<file path="src/rtl/pst_pkg.sv">
`default_nettype none
// +-----------------------------------------------------------------------+
// | Package : pst_pkg                                                     |
// | Shared phase-coding constants, decoder state type and k helper.       |
// | Revision: 1.0                                                         |
// +-----------------------------------------------------------------------+
package pst_pkg;

    localparam int         PHASE_W      = 8;
    localparam logic [7:0] PHASE_SILENT = 8'd255;
    localparam logic [7:0] CYCLE_LEN    = 8'd255;

    typedef enum logic [1:0] {
        ST_IDLE = 2'd0,
        ST_LOAD = 2'd1,
        ST_DIV  = 2'd2,
        ST_HOLD = 2'd3
    } dec_state_t;

    // Accumulation step count (1..256) that produces a spike at this phase.
    function automatic logic [8:0] phase_to_k(input logic [7:0] phase,
                                              input logic [7:0] offset);
        if (phase < offset)
            return 9'd1;
        else
            return {1'b0, phase - offset} + 9'd1;
    endfunction

endpackage
`default_nettype wire

</file>
<file path="src/rtl/phase_div_seq.sv">
`default_nettype none
// +-----------------------------------------------------------------------+
// | Module  : phase_div_seq                                               |
// | 9-bit restoring divider, start/done handshake, done 9 clocks after    |
// | start (first quotient bit is resolved on the start edge).             |
// | Revision: 1.0                                                         |
// +-----------------------------------------------------------------------+
module phase_div_seq (
    input  logic       clk,
    input  logic       rst,
    input  logic       i_start,
    input  logic [8:0] i_num,
    input  logic [8:0] i_den,
    output logic       o_busy,
    output logic       o_done,
    output logic [7:0] o_quotient
);

    logic [8:0] r_rem;
    logic [8:0] r_quo;
    logic [8:0] r_den;
    logic [3:0] r_cnt;
    logic       r_busy;
    logic       r_done;

    logic [8:0] w_rem_in;
    logic [8:0] w_quo_in;
    logic [8:0] w_den_in;
    logic [9:0] w_trial;
    logic       w_ge;
    logic [8:0] w_rem_nxt;
    logic [8:0] w_quo_nxt;

    always_comb begin
        w_rem_in  = i_start ? 9'd0  : r_rem;
        w_quo_in  = i_start ? i_num : r_quo;
        w_den_in  = i_start ? i_den : r_den;
        w_trial   = {w_rem_in, w_quo_in[8]};
        w_ge      = (w_trial >= {1'b0, w_den_in});
        // The true difference is below den, so 9-bit wraparound is exact.
        w_rem_nxt = w_ge ? (w_trial[8:0] - w_den_in) : w_trial[8:0];
        w_quo_nxt = {w_quo_in[7:0], w_ge};
    end

    always_ff @(posedge clk) begin
        if (rst) begin
            r_rem  <= 9'd0;
            r_quo  <= 9'd0;
            r_den  <= 9'd0;
            r_cnt  <= 4'd0;
            r_busy <= 1'b0;
            r_done <= 1'b0;
        end else begin
            r_done <= 1'b0;
            if (i_start) begin
                r_rem  <= w_rem_nxt;
                r_quo  <= w_quo_nxt;
                r_den  <= i_den;
                r_cnt  <= 4'd8;
                r_busy <= 1'b1;
            end else if (r_busy) begin
                r_rem <= w_rem_nxt;
                r_quo <= w_quo_nxt;
                r_cnt <= r_cnt - 4'd1;
                if (r_cnt == 4'd1) begin
                    r_busy <= 1'b0;
                    r_done <= 1'b1;
                end
            end
        end
    end

    assign o_busy     = r_busy;
    assign o_done     = r_done;
    assign o_quotient = r_quo[7:0];

endmodule
`default_nettype wire

</file>
<file path="src/rtl/phase_decoder.sv">
`default_nettype none
// +-----------------------------------------------------------------------+
// | Module  : phase_decoder                                               |
// | Captures first-spike phase per channel each gamma cycle, snapshots    |
// | the frame and streams ceil(THRESHOLD/k) per channel over valid/ready. |
// | Option  : SKIP_SILENT_EN - emit words for spiking channels only.      |
// | Revision: 1.0                                                         |
// +-----------------------------------------------------------------------+
module phase_decoder
    import pst_pkg::*;
#(
    parameter int         N_CH         = 4,
    parameter logic [7:0] THRESHOLD    = 8'd64,
    parameter logic [7:0] PHASE_OFFSET = 8'd2,
    localparam int        CHW          = (N_CH > 1) ? $clog2(N_CH) : 1
) (
    input  logic                  clk,
    input  logic                  rst,
    input  logic [PHASE_W-1:0]    global_phase,
    input  logic                  cycle_start,
    input  logic [N_CH-1:0]       spike_in,
    output logic                  out_valid,
    input  logic                  out_ready,
    output logic [CHW-1:0]        out_chan,
    output logic [PHASE_W-1:0]    out_phase,
    output logic [7:0]            out_intensity,
    output logic                  out_fired,
    output logic                  out_last,
    output logic                  overrun
);

    localparam logic [CHW-1:0] c_last_ch = CHW'(N_CH - 1);

    logic [N_CH-1:0]              r_cap_hit;
    logic [N_CH-1:0][PHASE_W-1:0] r_cap_phase;
    logic [N_CH-1:0]              r_shd_hit;
    logic [N_CH-1:0][PHASE_W-1:0] r_shd_phase;
    logic [N_CH-1:0]              w_snap_hit;
    logic [N_CH-1:0][PHASE_W-1:0] w_snap_phase;

    dec_state_t          r_state;
    logic [CHW-1:0]      r_ch;
    logic                r_out_valid;
    logic [CHW-1:0]      r_out_chan;
    logic [PHASE_W-1:0]  r_out_phase;
    logic [7:0]          r_out_intensity;
    logic                r_out_fired;
    logic                r_out_last;
    logic                r_overrun;

    logic [CHW-1:0]      w_sel_ch;
    logic                w_sel_valid;
    logic                w_sel_last;
    logic                w_sel_hit;
    logic [PHASE_W-1:0]  w_sel_phase;
    logic [8:0]          w_k;
    logic [8:0]          w_num;
    logic                w_div_start;
    logic                w_div_busy;
    logic                w_div_done;
    logic [7:0]          w_quot;

    always_ff @(posedge clk) begin
        if (rst || cycle_start) begin
            r_cap_hit   <= '0;
            r_cap_phase <= {N_CH{PHASE_SILENT}};
        end else begin
            for (int i = 0; i < N_CH; i++) begin
                if (spike_in[i] && !r_cap_hit[i]) begin
                    r_cap_hit[i]   <= 1'b1;
                    r_cap_phase[i] <= global_phase;
                end
            end
        end
    end

    // A spike coincident with cycle_start still belongs to the ending frame.
    for (genvar i = 0; i < N_CH; i++) begin : g_snap
        assign w_snap_hit[i]   = r_cap_hit[i] | spike_in[i];
        assign w_snap_phase[i] = r_cap_hit[i] ? r_cap_phase[i] :
                                 (spike_in[i] ? global_phase : PHASE_SILENT);
    end

    always_comb begin
        w_sel_ch    = r_ch;
        w_sel_valid = 1'b1;
        w_sel_last  = (r_ch == c_last_ch);
`ifdef SKIP_SILENT_EN
        w_sel_valid = 1'b0;
        w_sel_last  = 1'b1;
        for (int i = N_CH - 1; i >= 0; i--) begin
            if (i >= int'(r_ch) && r_shd_hit[i]) begin
                w_sel_ch    = CHW'(i);
                w_sel_valid = 1'b1;
            end
        end
        for (int i = 0; i < N_CH; i++) begin
            if (i > int'(w_sel_ch) && r_shd_hit[i])
                w_sel_last = 1'b0;
        end
`endif
    end

    assign w_sel_hit   = r_shd_hit[w_sel_ch];
    assign w_sel_phase = r_shd_phase[w_sel_ch];
    assign w_k         = phase_to_k(w_sel_phase, PHASE_OFFSET);
    assign w_num       = {1'b0, THRESHOLD} + w_k - 9'd1;
    assign w_div_start = (r_state == ST_LOAD) && w_sel_valid && w_sel_hit && !w_div_busy;

    phase_div_seq u_div (
        .clk        (clk),
        .rst        (rst),
        .i_start    (w_div_start),
        .i_num      (w_num),
        .i_den      (w_k),
        .o_busy     (w_div_busy),
        .o_done     (w_div_done),
        .o_quotient (w_quot)
    );

    always_ff @(posedge clk) begin
        if (rst) begin
            r_state         <= ST_IDLE;
            r_ch            <= '0;
            r_shd_hit       <= '0;
            r_shd_phase     <= {N_CH{PHASE_SILENT}};
            r_out_valid     <= 1'b0;
            r_out_chan      <= '0;
            r_out_phase     <= PHASE_SILENT;
            r_out_intensity <= 8'd0;
            r_out_fired     <= 1'b0;
            r_out_last      <= 1'b0;
            r_overrun       <= 1'b0;
        end else begin
            r_overrun <= cycle_start && (r_state != ST_IDLE);
            case (r_state)
                ST_IDLE: begin
                    if (cycle_start) begin
                        r_shd_hit   <= w_snap_hit;
                        r_shd_phase <= w_snap_phase;
                        r_ch        <= '0;
                        r_state     <= ST_LOAD;
                    end
                end
                ST_LOAD: begin
                    if (!w_sel_valid) begin
                        r_state <= ST_IDLE;
                    end else begin
                        r_ch        <= w_sel_ch;
                        r_out_chan  <= w_sel_ch;
                        r_out_phase <= w_sel_phase;
                        r_out_fired <= w_sel_hit;
                        r_out_last  <= w_sel_last;
                        if (w_sel_hit) begin
                            r_state <= ST_DIV;
                        end else begin
                            r_out_intensity <= 8'd0;
                            r_out_valid     <= 1'b1;
                            r_state         <= ST_HOLD;
                        end
                    end
                end
                ST_DIV: begin
                    if (w_div_done) begin
                        r_out_intensity <= w_quot;
                        r_out_valid     <= 1'b1;
                        r_state         <= ST_HOLD;
                    end
                end
                ST_HOLD: begin
                    if (out_ready) begin
                        r_out_valid <= 1'b0;
                        if (r_out_last) begin
                            r_state <= ST_IDLE;
                        end else begin
                            r_ch    <= r_ch + 1'b1;
                            r_state <= ST_LOAD;
                        end
                    end
                end
                default: r_state <= ST_IDLE;
            endcase
        end
    end

    assign out_valid     = r_out_valid;
    assign out_chan      = r_out_chan;
    assign out_phase     = r_out_phase;
    assign out_intensity = r_out_intensity;
    assign out_fired     = r_out_fired;
    assign out_last      = r_out_last;
    assign overrun       = r_overrun;

endmodule
`default_nettype wire

</file>
<file path="config.mk">
export PLATFORM = sky130hd
export DESIGN_NAME = phase_decoder
export DESIGN_NICKNAME = d
export VERILOG_FILES = /design/src/rtl/pst_pkg.sv /design/src/rtl/phase_div_seq.sv /design/src/rtl/phase_decoder.sv
export SDC_FILE = /design/constraint.sdc
export NUM_CORES = 1
export LEC_CHECK = 0
export CAP_MARGIN = 0
export CORE_MARGIN = 2
export CORE_UTILIZATION = 31
export DETAILED_ROUTE_END_ITERATION = 7
export GPL_ROUTABILITY_DRIVEN = 0
export MAX_ROUTING_LAYER = met4
export SLEW_MARGIN = 30
export SYNTH_ARGS = -nofsm -noshare
export SYNTH_HDL_FRONTEND = slang
export SYNTH_SLANG_ARGS = --single-unit
</file>
<file path="constraint.sdc">
create_clock -name clk -period 8.3 [get_ports clk]
set_input_delay 2.49 -clock clk [delete_from_list [all_inputs] [get_ports clk]]
set_output_delay 2.49 -clock clk [all_outputs]
set_load 0.01 [all_outputs]
</file>
=== Yosys cells after proc, flatten, opt, wreduce, memory -nomap -nowiden ===
Index checks and enable logic that the tools add are counted.

* Output and inout bits: 22
* Register bits: 131
* Input bits: 16
* Word-level logic and storage cells: 124

* Order comparisons: 3
* Muxes and demuxes: 44
* $add $sub $neg: 7
* Reduce and logical (&&, ||, !) cells: 26
* Bitwise gates (word level): 5
* Equal/unequal tests: 10

{| class="wikitable"
|+ Operator list
! cell !! count
|-
| 2-to-1 mux 8 bit || 11
|-
| 2-to-1 mux 9 bit || 9
|-
| binary-select mux 8 bit (select 2 bit) || 1
|-
| case mux 8 bit (2 select lines) || 1
|-
| 2-to-1 mux 2 bit || 6
|-
| greater-or-equal comparator 10 x 9 -> 1 bit || 1
|-
| 2-to-1 mux 1 bit || 10
|-
| adder 7 x 9 -> 9 bit, first input constant || 1
|-
| adder 8 x 1 -> 9 bit, second input constant || 1
|-
| subtractor 9 x 1 -> 9 bit, second input constant || 1
|-
| subtractor 9 bit || 1
|-
| less-than comparator 8 x 2 -> 1 bit, second input constant || 1
|-
| 2-to-1 mux 4 bit || 2
|-
| != test 2 bit, second input constant || 4
|-
| case mux 2 bit (4 select lines) || 1
|-
| AND reduction 4 bit || 2
|-
| nonzero test 2 bit || 4
|-
| subtractor 8 x 2 -> 8 bit, second input constant || 1
|-
| logical AND 1 bit || 7
|-
| equality test 2 bit, second input constant || 3
|-
| AND reduction 3 bit || 2
|-
| logical NOT 1 bit || 5
|-
| equality test 4 x 1 -> 1 bit, second input constant || 1
|-
| bitwise OR 1 bit || 4
|-
| other kinds (15) || 15
|}

=== Depth between registers and ports, before layout ===
* Depth after elaboration: 12
* Gate-level depth with buffers: 24
* Gate-level depth less buffers: 23

=== Modules after synthesis ===
From an unflattened synthesis, not the netlist that was laid out.

* Cell total of the unflattened synthesis: 756
* Area total of the unflattened synthesis: 6576.3 um^2

{| class="wikitable"
|+ Modules (own cells, without submodules)
! module !! sequential area each (um^2) !! area an instance (um^2) !! instances !! cells an instance
|-
| phase_decoder || 1961.9 || 4601.9 || 1 || 530
|-
| phase_div_seq || 660.6 || 1974.4 || 1 || 226
|}

=== Worst setup path before layout ===
OpenSTA, ideal clock, no wires.

* Path kind: reg-to-reg
* Start point: reg r_ch[1]
* End point: reg u_div.r_rem[8]
* Period minus slack after synthesis: 4.898 ns
* Arrival time: 4.833 ns
* Stages on the path, launching flop included: 24
* Setup slack: 3.402 ns
* Required time: 8.235 ns
* Setup time: 0.065 ns
* Buffers on the path: 1
* Cell sequence: dfxtp_1 > buf_6 > mux4_2 > inv_1 > ha_1 > inv_1 > or4_4 > a211oi_1 > mux2i_1 > o211a_1 > o21a_1 > nor2b_1 > ha_1 > inv_1 > fa_1 > a21o_1 > a21oi_1 > o21ai_0 > a21oi_1 > o21bai_1 > a21oi_1 > mux2i_1 > a22oi_1 > nor2_1

* Cells in the longest elaborated chain, start to end: 12
* Elaborated cells on any way between the ends: 21
* Classes of those cells: add/sub (5); order compare (2); mux (11); reduce/logical (3)

{| class="wikitable"
|+ Ends and longest elaborated chain
! element !! RTL line !! RTL
|-
| start: declaration || phase_decoder.sv:42 || <nowiki>logic [CHW-1:0] r_ch;</nowiki>
|-
| start signal: assignment || phase_decoder.sv:149 || <nowiki>r_ch <= w_sel_ch;</nowiki>
|-
| start signal: assignment || phase_decoder.sv:176 || <nowiki>r_ch <= r_ch + 1'b1;</nowiki>
|-
| binary-select mux 8 bit (select 2 bit) || phase_decoder.sv:105 || <nowiki>assign w_sel_phase = r_shd_phase[w_sel_ch];</nowiki>
|-
| 2-to-1 mux 8 bit (implied by the code) || phase_decoder.sv:105 ||
|-
| subtractor 8 x 2 -> 8 bit || pst_pkg.sv:26 || <nowiki>return {1'b0, phase - offset} + 9'd1;</nowiki>
|-
| adder 8 x 1 -> 9 bit || pst_pkg.sv:26 ||
|-
| 2-to-1 mux 9 bit || pst_pkg.sv:23 || <nowiki>if (phase < offset)</nowiki>
|-
| adder 7 x 9 -> 9 bit || phase_decoder.sv:107 || <nowiki>assign w_num = {1'b0, THRESHOLD} + w_k - 9'd1;</nowiki>
|-
| subtractor 9 x 1 -> 9 bit || phase_decoder.sv:107 ||
|-
| 2-to-1 mux 9 bit || phase_div_seq.sv:36 || <nowiki>w_quo_in = i_start ? i_num : r_quo;</nowiki>
|-
| subtractor 9 bit / greater-or-equal comparator 10 x 9 -> 1 bit (equally long branches) || phase_div_seq.sv:41, phase_div_seq.sv:39 ||
|-
| 2-to-1 mux 9 bit || phase_div_seq.sv:41 || <nowiki>w_rem_nxt = w_ge ? (w_trial[8:0] - w_den_in) : w_trial[8:0];</nowiki>
|-
| 2-to-1 mux 9 bit || phase_div_seq.sv:61 || <nowiki>end else if (r_busy) begin</nowiki>
|-
| 2-to-1 mux 9 bit || phase_div_seq.sv:55 || <nowiki>if (i_start) begin</nowiki>
|-
| end signal: assignment || phase_div_seq.sv:56 || <nowiki>r_rem <= w_rem_nxt;</nowiki>
|-
| end signal: assignment || phase_div_seq.sv:62 || <nowiki>r_rem <= w_rem_nxt;</nowiki>
|-
| end: declaration || phase_div_seq.sv:19 || <nowiki>logic [8:0] r_rem;</nowiki>
|}

Several ways; a longest one is shown, not always the timed one. The select of a mux whose other input is x is not followed.
A chain may end at the register's enable or synchronous reset.

=== Final worst setup path ===
* Start point: reg r_ch[1]
* End point: reg u_div.r_rem[1]

The elaborated chain is that of the path after synthesis.

==> results <==
- The area used by multi-input combinational logic is roughly 3400 um^2.
- The maximum fanout along the worst path is 16.
- The number of placement rows is 52.
- The first detailed-routing pass took 5 iterations.
- For this run, the top clock speed supported by timing is 0.174 GHz.
- At the later pin of the worst-skew pair, clock insertion delay measures between 0.4 and 0.5 ns.
- Total power for the finished layout comes to 2.49 mW.
- Global routing used around 15% of the available tracks across all layers.
- The sum of net half-perimeters after detailed placement is 10.5 mm.
- The routed design uses ~640 um of met3 wire.
- The synthesized design contains 0 enable-type register cells.
- The total I/O pin count is 38.
- The post-route setup TNS is 0 ns.
- The total wire length after detailed routing is approximately 16 mm.
- Of all flip-flops after synthesis, the portion carrying an async set or reset was 0%.
- Across all layers, the routed design uses around 5300 vias.
- The final non-filler cell area is ~7500 um^2.
- The number of design-rule violations left by the first detailed-router iteration is between 300 and 400.
- Cells with a size suffix above 1 make up approximately 6.7% of the layout.
- Clock-pin slew was measured on the worst setup and hold paths at 0.06 ns.
- Hold repair after CTS inserted 0 buffers.
- The count of clock tree sinks is between 100 and 150.
- The worst pin sits at a relative slew slack of between 40 and 50%.
- The maximum level of the CTS H-tree is 4.
- The cell accounting for the most synthesized area is dfxtp_1.
- Summing all placed instances gives a cell area of about 6900 um^2.
- By instance count, the leading cell after synthesis is nor2_1.
- The global-route wire length before repair is about 26 mm.
- From bottom edge to top edge, the die measures roughly 150 um.
- Summing every instance area after synthesis gives 6320 um^2.
- STA classifies the critical path endpoint as a flip-flop.
- The synthesized design devotes to its leading area cell type between 40% and 50% of total area.
- TritonCTS built the clock tree.
- The full die area is 21500 um^2.
- The sort of element at the start of the critical path is a flip-flop.
- The number of max-slew violations in the final report was 0.
- The number of hold-slack violations in the final timing report is 0.
- The buffer type at the clock tree root is clkbuf_16.
- The region available for standard cell placement spans slightly above 20000 um^2.
- The worst clock skew is ~0.0085 ns.
- The highest layer touched by signal routing is met4.
- In this run the power density over the cells is 332 nW/um^2.
- The number of setup violations in the final report is 0.
- The detail-routed net length per standard cell is around 15 um.
- The number of port buffers is 37.
- The dominant register cell in the synthesized netlist is dfxtp_1.
- The class of the tightest hold or removal check is reg2reg.
- The final layout contains about 800 nets.
- In this run, synthesis produced a sequential element count of 131.
- Dividing the detail-routed via count by the number of cells gives approximately 5.
- The critical path data arrival time is about 6.0 ns.
- Global routing finished with a remaining overflow of 0.
- Summed over all nets, wire length on met2 after detailed routing comes to about 7.5 mm.
- Gates resized during post-CTS repair numbered 0.
- The total clock buffers created by CTS is 17.
- The total nets after synthesis is about 790.
- In the synthesized netlist, the number of instances is roughly 750.
- Setup repair after global routing left no endpoint under its margin.
- The effective utilization at floorplan is 31.4%.
- The final-layout fill cell count is just over 2000.
- The tool flagged a number of max-cap violations equal to 0.
- In this run the static leakage power is between 2 and 3 nW.
- The area growth from synthesis to layout is 18.8%.
- Measured along the x axis, the die boundary spans approximately 150 um.
- The via count of the first global-routing pass is between 4000 and 5000.
- The longest clock path from root to sink contains 2 buffers.
- The flow ran to the end, and the final reports show no timing, DRC or antenna violations.
- Entering global routing, the biggest net connects 99 pins.
- The area taken by flip-flops and latches is around 2600 um^2.
- By startpoint and endpoint, the worst setup path is classified as reg2reg.
- The number of warning messages in the yosys log is 0.
- The total DRC errors in the routed layout is 0.
- Buffers added to address setup during post-CTS repair amount to 0.
- The number of antenna diodes is 0.
- The share of the Yosys chip area taken by registers is slightly above 40%.
- STA puts the critical path data required time at ~8.6 ns.
- In the finished design, the share of the clock period the worst path needs comes to 69.1%.
- The slew of the pin with the lowest slew margin is about 0.77 ns.
- After detailed routing, the wire length on met1 is between 7 and 8 mm.
- The number of different library cells used by synthesis comes to just over 50.
- By count the netlist is led by nor2_1, dfxtp_1, nor2b_1, o21ai_0, nor3_1.
- The detail route stage leaves a number of antenna-violating nets equal to 0.
- Ranked by total cell area, the synthesized netlist is headed by dfxtp_1, nor2_1, a211o_1, nor2b_1, ha_1.
- The number of antenna violations at the first check in global routing is 0.
- Each instance of the synthesized netlist takes up on average approximately 8.4 um^2.
- The clock period could shrink to approximately 5.7 ns.
- The worst vdd rail ir drop is 184 uV.
==> power breakdown <==
group | leakage, nW | total, mW | switching, mW | internal [mW]
Combinational | 1.34 | 0.890 | 0.513 | 0.377
Sequential | 1.07 | 0.800 | 0.0672 | 0.732
Clock | 0.302 | 0.804 | 0.299 | 0.506
==> layout make-up <==
class | instances | area share [%]
clock buffer | 17 | 5.67
clock inverter | 14 | 2.67
sequential | 131 | 34.9
timing repair buffer | 43 | 5.49
inverter | 17 | 0.850
tap | 270 | 4.50
multi-input combinational | 552 | 45.9
==> path summary, 6_finish.rpt <==
check	start	to	slack (ns)	cells past startpoint
hold reg to reg	u_div.r_rem[2]	u_div.r_rem[2]	0.45	2
hold / removal	u_div.r_rem[2]	u_div.r_rem[2]	0.45	2
setup / recovery	r_ch[1]	u_div.r_rem[1]	2.56	20
setup reg to reg	r_ch[1]	u_div.r_rem[1]	2.56	20
==> state kept, by name, summed over array words and instances (netlist names) <==
register       count
out_valid          1
out_intensity      8
r_ch               2
overrun            1
out_fired          1
out_last           1
r_shd_phase       32
u_div.r_cnt        4
r_cap_hit          4
out_chan           2
r_cap_phase       32
u_div.o_busy       1
r_state            2
u_div.o_done       1
u_div.r_den        9
r_shd_hit          4
out_phase          8
u_div.r_rem        9
u_div.r_quo        9
==> cell usage in the layout, fill, tap and decap left out, drive strengths merged, types with 7 or more instances in the layout <==
cell,n
nor2,139
dfxtp,131
nor2b,51
o21ai,49
nor3,49
a211o,42
a21oi,38
clkdlybuf4s50,36
nand2,27
inv,22
ha,20
clkbuf,17
and2,12
xnor2,12
nand2b,11
mux2i,10
a22oi,9
mux4,9
a211oi,8
buf,7
==> worst max-delay path, stage by stage (launching register included) <==
cell	delay [ns]
dfxtp_1	0.74
mux4_1	0.91
nor4_1	0.50
nand2_1	0.30
and2_1	0.30
ha_1	0.27
nand4b_1	0.12
mux2i_1	0.07
a21oi_1	0.29
o21a_1	0.20
nor2b_1	0.06
ha_1	0.18
inv_1	0.07
fa_1	0.23
a21oi_1	0.05
or3_1	0.31
o211ai_1	0.23
buf_2	0.25
buf_2	0.20
mux2i_1	0.21
a211oi_1	0.08
==> routing by layer <==
| metal | GRT usage, % | up-vias |
|---|---|---|
| met5 | - | - |
| met4 | 4.37 | 0 |
| met3 | 3.63 | 14 |
| met2 | 24.0 | 110 |
| met1 | 19.9 | 2504 |
| li1 | - | 2657 |
==> per-stage QoR <==
stage | util (%) | hold slack [ns] | std cells | setup WS (ns)
final | 37.3 | 0.451 | 1044 | 2.56
after global routing | 37.3 | 0.472 | 1044 | 2.04
after CTS | 37.3 | 0.453 | 1044 | 2.59
after detailed placement | 34.2 | 0.445 | 1013 | 2.63
after global placement | 34.1 | 0.436 | 1011 | 2.68
after floorplan | - | 0.427 | 749 | 3.40
==> cells by family after synthesis <==
family          share of synthesized area [%]
fa+ha+maj                                4.28
simple gates                             24.7
mux                                      5.03
buf+inv                                  4.08
flops                                    41.5
compound gates                           18.2
xor+xnor                                 2.22
Note: power is estimated with default switching activity, not from simulation.
